File: src/rtl/uart_pkg.sv
// -----------------------------------------------------------------------------
// uart_pkg
// Shared definitions for the UART byte-level blocks (uart_rx, uart_tx and the
// ALU command controller) and their benches.
//   - DATA_WIDTH_DEF / OP_WIDTH_DEF : default byte and opcode widths
//   - ctrl_state_t                  : controller FSM states, binary encoded
//   - is_busy_state()               : states in which the controller is busy
// -----------------------------------------------------------------------------
package uart_pkg;

  localparam int DATA_WIDTH_DEF = 8;
  localparam int OP_WIDTH_DEF   = 6;

  typedef enum logic [2:0] {
    ST_WAIT_A  = 3'd0,
    ST_WAIT_B  = 3'd1,
    ST_WAIT_OP = 3'd2,
    ST_EXEC    = 3'd3,
    ST_SEND    = 3'd4,
    ST_WAIT_TX = 3'd5
  } ctrl_state_t;

  // The controller is busy from the moment the opcode is in until the
  // transmitter reports the result byte has left.
  function automatic logic is_busy_state(input ctrl_state_t s);
    return (s == ST_EXEC) || (s == ST_SEND) || (s == ST_WAIT_TX);
  endfunction

endpackage

File: src/rtl/frame_timer.sv
// -----------------------------------------------------------------------------
// frame_timer
// Inter-byte watchdog. Counts enabled cycles since the last clear and flags
// expiry once TIMEOUT-1 is reached; the count saturates there.
// Ports:
//   clk, reset : clock and synchronous active-high reset
//   clear      : restart the count from zero (takes priority over enable)
//   enable     : count this cycle
//   expired    : count has reached TIMEOUT-1 while enabled
// -----------------------------------------------------------------------------
module frame_timer #(
  parameter int TIMEOUT = 5_000_000,
  localparam int CW = (TIMEOUT > 1) ? $clog2(TIMEOUT) : 1
) (
  input  logic clk,
  input  logic reset,
  input  logic clear,
  input  logic enable,
  output logic expired
);

  localparam logic [CW-1:0] LAST = CW'(TIMEOUT - 1);

  logic [CW-1:0] count_reg;

  always_ff @(posedge clk) begin
    if (reset || clear) begin
      count_reg <= '0;
    end else if (enable && (count_reg != LAST)) begin
      count_reg <= count_reg + 1'b1;
    end
  end

  // Gated by enable so a stale saturated count outside the byte-wait
  // states can never be mistaken for a live timeout.
  assign expired = enable && (count_reg == LAST);

endmodule

File: src/rtl/alu_uart_ctrl.sv
// -----------------------------------------------------------------------------
// alu_uart_ctrl
// Collects a three-byte frame (operand A, operand B, opcode) from a UART
// receiver, presents it to an external combinational ALU, then hands the
// result byte to a UART transmitter and waits for it to finish.
// Ports:
//   clk, reset    : clock and synchronous active-high reset
//   i_rx_done     : one-cycle pulse, i_rx_data valid
//   i_rx_data     : received byte
//   i_alu_result  : ALU result for o_a/o_b/o_op
//   i_tx_done     : one-cycle pulse at end of transmitted stop bit
//   o_a, o_b      : registered ALU operands
//   o_op          : registered ALU opcode (low OP_WIDTH bits of opcode byte)
//   o_tx_start    : one-cycle transmit start pulse
//   o_tx_data     : byte to transmit, held until i_tx_done
//   o_busy        : high in EXEC, SEND, WAIT_TX
//   o_err         : sticky error (inter-byte timeout or dropped byte)
// -----------------------------------------------------------------------------
module alu_uart_ctrl
  import uart_pkg::*;
#(
  parameter int DATA_WIDTH = DATA_WIDTH_DEF,
  parameter int OP_WIDTH   = OP_WIDTH_DEF,
  parameter int TIMEOUT    = 5_000_000
) (
  input  logic                  clk,
  input  logic                  reset,
  input  logic                  i_rx_done,
  input  logic [DATA_WIDTH-1:0] i_rx_data,
  input  logic [DATA_WIDTH-1:0] i_alu_result,
  input  logic                  i_tx_done,
  output logic [DATA_WIDTH-1:0] o_a,
  output logic [DATA_WIDTH-1:0] o_b,
  output logic [OP_WIDTH-1:0]   o_op,
  output logic                  o_tx_start,
  output logic [DATA_WIDTH-1:0] o_tx_data,
  output logic                  o_busy,
  output logic                  o_err
);

  ctrl_state_t state_reg, state_next;

  logic [DATA_WIDTH-1:0] a_reg, b_reg, tx_data_reg;
  logic [OP_WIDTH-1:0]   op_reg;
  logic                  tx_start_reg, err_reg;

  logic load_a, load_b, load_op, load_tx, set_err;
  logic timer_enable, timer_expired;

  frame_timer #(
    .TIMEOUT (TIMEOUT)
  ) u_frame_timer (
    .clk     (clk),
    .reset   (reset),
    .clear   (load_a | load_b | load_op),
    .enable  (timer_enable),
    .expired (timer_expired)
  );

  always_comb begin
    state_next   = state_reg;
    load_a       = 1'b0;
    load_b       = 1'b0;
    load_op      = 1'b0;
    load_tx      = 1'b0;
    set_err      = 1'b0;
    timer_enable = 1'b0;

    case (state_reg)
      ST_WAIT_A: begin
        if (i_rx_done) begin
          load_a     = 1'b1;
          state_next = ST_WAIT_B;
        end
      end
      ST_WAIT_B: begin
        timer_enable = 1'b1;
        // A byte arriving on the expiry cycle still counts.
        if (i_rx_done) begin
          load_b     = 1'b1;
          state_next = ST_WAIT_OP;
        end else if (timer_expired) begin
          set_err    = 1'b1;
          state_next = ST_WAIT_A;
        end
      end
      ST_WAIT_OP: begin
        timer_enable = 1'b1;
        if (i_rx_done) begin
          load_op    = 1'b1;
          state_next = ST_EXEC;
        end else if (timer_expired) begin
          set_err    = 1'b1;
          state_next = ST_WAIT_A;
        end
      end
      ST_EXEC: begin
        load_tx    = 1'b1;
        set_err    = i_rx_done;
        state_next = ST_SEND;
      end
      ST_SEND: begin
        set_err    = i_rx_done;
        state_next = ST_WAIT_TX;
      end
      ST_WAIT_TX: begin
        set_err = i_rx_done;
        if (i_tx_done) begin
          state_next = ST_WAIT_A;
        end
      end
      default: begin
        state_next = ST_WAIT_A;
      end
    endcase
  end

  always_ff @(posedge clk) begin
    if (reset) begin
      state_reg    <= ST_WAIT_A;
      a_reg        <= '0;
      b_reg        <= '0;
      op_reg       <= '0;
      tx_data_reg  <= '0;
      tx_start_reg <= 1'b0;
      err_reg      <= 1'b0;
    end else begin
      state_reg <= state_next;
      if (load_a)  a_reg       <= i_rx_data;
      if (load_b)  b_reg       <= i_rx_data;
      if (load_op) op_reg      <= i_rx_data[OP_WIDTH-1:0];
      if (load_tx) tx_data_reg <= i_alu_result;
      // Registered so the pulse lines up exactly with the SEND cycle.
      tx_start_reg <= (state_reg == ST_EXEC);
      if (set_err) err_reg <= 1'b1;
    end
  end

  assign o_a        = a_reg;
  assign o_b        = b_reg;
  assign o_op       = op_reg;
  assign o_tx_data  = tx_data_reg;
  assign o_tx_start = tx_start_reg;
  assign o_err      = err_reg;
  assign o_busy     = is_busy_state(state_reg);

endmodule
File: config.mk
export PLATFORM = sky130hd
export DESIGN_NAME = alu_uart_ctrl
export DESIGN_NICKNAME = d
export VERILOG_FILES = /design/src/rtl/uart_pkg.sv /design/src/rtl/frame_timer.sv /design/src/rtl/alu_uart_ctrl.sv
export SDC_FILE = /design/constraint.sdc
export NUM_CORES = 1
export LEC_CHECK = 0
export ABC_CLOCK_PERIOD_IN_PS = 4400
export BUFFER_PORTS_ARGS = -buffer_cell sky130_fd_sc_hd__buf_2
export CAP_MARGIN = 40
export CORE_MARGIN = 5
export CORE_UTILIZATION = 30
export CTS_CLUSTER_DIAMETER = 80
export DETAILED_ROUTE_END_ITERATION = 8
export PLACE_DENSITY_LB_ADDON = 0.25
export SLEW_MARGIN = 20
export SYNTH_ARGS = -nofsm -noshare
export SYNTH_HDL_FRONTEND = slang
export SYNTH_HIERARCHICAL = 1
export SYNTH_SLANG_ARGS = --single-unit
export TNS_END_PERCENT = 10
File: constraint.sdc
create_clock -name clk -period 4.4 [get_ports clk]
set_input_delay 0.88 -clock clk [delete_from_list [all_inputs] [get_ports clk]]
set_output_delay 0.88 -clock clk [all_outputs]
set_load 0.005 [all_outputs]
==> out/metrics.cfg <==
[cts]
clkTransAtPathRegs_ns = 0.06
numClockSinks = 58
cts_made_buffers = 9
root_buffer = clkbuf_8
clkLatencyLatePin_ns = 0.33
post_cts_buffers = 0
htree_levels = 3
cts_resized = 0
cts_buffer_depth = 2
cts_tree = built
cts-hold-fix-buffers = 0

[place]
gp_congestion = 0.765
place_inst = 418
placed_area_mm2 = 0.00287
place_ws_ns = 1.95
portBuffers = 52
dp_hpwl_mm = 3.85

[die]
die_area_mm2 = 0.0105
die_w_um = 102
core_area_mm2 = 0.00826
die_h_um = 102
ios = 53
fp-row-count = 33
start_util_pct = 31.0

[worst_hold_path]
min_path_cells = 2
whs_endpoint = o_a[4]
min_from = o_a[4]
hp-class = flop to flop

[finish]
final_area_mm2 = 0.00309
largest_reg_flops = 23
drive_gt1_share_pct = 24.9
syn2layout_area_growth_pct = 21.0
fin_cells = 434
nets = 345
antenna_cells = 0
fill_cells = 868

[route]
drtAntennaViolNets = 0
initialDrtViolationCount = 70
drc = 0
drt_first_pass_iters = 4
wl_mm = 5.43
wl_per_cell_um = 12.5
via_per_inst = 4.69
vias = 2035

[timing]
timing.final.crit_period_ns = 2.65
setup_viol = 0
tns_ns = 0
worstMarginPinSlew_ns = 0.653
slew_violations = 0
hold_viol = 0
fin_ws_ns = 1.75
rsz0062_at_grt = no
finalCritPeriodShare_pct = 60.2
fmax_mhz = 378
slew_headroom_pct = 56.4
finClkSkew_ns = 0.0109

[logic_synthesis]
synth-async-reset-ratio_pct = 0
synth_area_leader_cell = dfxtp_1
ys_ff_latch = 58
synthFlopType = dfxtp_1
yosys_warnings = 6
syn_area_mm2 = 0.00256
synth_common_cells = 58 x dfxtp_1, 42 x nor2_1, 25 x nand2_1
ys_seq_area_share_pct = 45.4
synth_most_common_cell = dfxtp_1
syn_nets = 297
synth_edf_count = 0
synth_cell_type_count = 48
synth_top_area_share_pct = 45.4
syn_inst = 276
avgSynthCellArea_um2 = 9.27
synth_top_cells_by_area = dfxtp_1 45%, mux2i_1 9.0%, nor2_1 6.2%, xor2_1 4.1%, nand2_1 3.7%

[critical_path]
arrival_ns = 1.77
r2r_start = state_reg[1]
slowest_delay_ns = 0.56
path_cells = nand3b_1 > o21ai_0 > buf_2
cp-end-kind = primary output
regToRegSetupSlack_ns = 2.13
crit_required_ns = 3.52
reg2reg_to = u_frame_timer/count_reg[11]
crit_type = flop to primary output
ff2ff_path_depth = 6
crit_buf_inv = 1
path_depth = 3
path_delay_family = flip-flops
cp_slowest_cell = dfxtp_1
critPathLaunchType = flop
worstPathMaxFanout = 12

[power_and_ir_drop]
p_leak_nw = 1.30
switching_share_pct = 21.9
comb_power_share_pct = 6.8
pwr-share-seq_pct = 46.5
p_total_w = 0.00118
p_switching_w = 0.000259
intPower_w = 0.000923
ir_worst_vdd_uv = 199
cellPowerDensity_mw_per_mm2 = 382
clkPwrFrac_pct = 46.7

[grt]
grt_pass1_vias = 2010
antenna_found_initial = 0
grt_overflow = 0
grtUsageTotal_pct = 11.2
grt_max_degree = 39
grt_pass1_wl_mm = 9.35

[run_status]
status = complete, no violations

[job]
drv_cap = 0

==> worst max-delay path by stage <==
stage / from / endpoint / slack (ns)
global placement: reset / u_frame_timer/count_reg[3] / 1.94
global route: state_reg[1] / o_busy / 1.50
CTS: state_reg[1] / o_busy / 1.71
finish: state_reg[1] / o_busy / 1.75
floorplan: i_rx_done / u_frame_timer/count_reg[3] / 2.49
detailed placement: reset / u_frame_timer/count_reg[3] / 1.95
==> power by group through the flow <==
stage	sequential, W	clock [W]	combinational [W]
after global placement	0.000561	0	0.0000809
after global routing	0.000551	0.000597	0.0000912
after CTS	0.000550	0.000571	0.0000816
after detailed placement	0.000561	0	0.0000813
final	0.000550	0.000553	0.0000801
after floorplan	0.000558	0	0.0000552
==> layout make-up <==
| class | instances | area, µm² | share of cell area, % |
|---|---|---|---|
| Clock buffer | 12 | 155 | 5.01 |
| Clock inverter | 4 | 73.8 | 2.39 |
| Inverter | 3 | 11.3 | 0.364 |
| Multi-Input combinational cell | 200 | 1300 | 42.1 |
| Sequential cell | 58 | 1160 | 37.5 |
| Tap cell | 105 | 131 | 4.25 |
| Timing Repair Buffer | 52 | 260 | 8.41 |
==> tightest hold or removal path, cell delays in order (launching register included) <==
cell     delay (ns)
dfxtp_1        0.31
nand2_1        0.05
a21oi_1        0.05
==> through the flow <==
step	utilization, %	hold slack [ns]
2_1_floorplan	-	0.442
3_3_place_gp	34.7	0.440
3_5_place_dp	34.7	0.445
4_1_cts	37.5	0.456
5_1_grt	37.5	0.474
6_report	37.5	0.454
==> routing by layer <==
| layer | part of all wire [%] | global-route usage, % | up-vias |
|---|---|---|---|
| met3 | 8.1 | 6.35 | 6 |
| met2 | 42 | 16.0 | 44 |
| met4 | 1.2 | 3.63 | 0 |
| li1 | - | - | 1059 |
| met5 | 0 | 0 | - |
| met1 | 49 | 14.4 | 926 |
==> cell families (layout without fill, tap and decap cells) <==
group	after synthesis	in the layout	share of synthesized area, %
and+or+nand+nor	127	127	28.0
DFF	58	58	45.4
AOI/OAI and AO/OA	32	32	7.58
muxes	23	23	9.00
buffers and inverters	18	71	3.72
xor gates and xnor gates	17	17	5.82
adders and majority gates	1	1	0.489
==> cells in the final DEF, fill, tap and decap left out, types with 2 or more instances in the layout <==
cell type / n
buf_2: 52
bufinv_16: 2
xor2_1: 12
xnor2_1: 5
nand3_1: 8
clkbuf_8: 11
and3_1: 3
o21ai_2: 2
nor3_1: 4
and4_1: 5
and3_2: 2
or3_1: 5
and2_1: 4
nand4_1: 8
nand2_1: 25
o21ai_0: 5
and4bb_2: 2
o211ai_1: 4
or2_2: 2
mux2i_1: 23
a21oi_1: 16
nor2_1: 42
dfxtp_1: 58
inv_1: 3
Power figures use the tool's default switching activity.
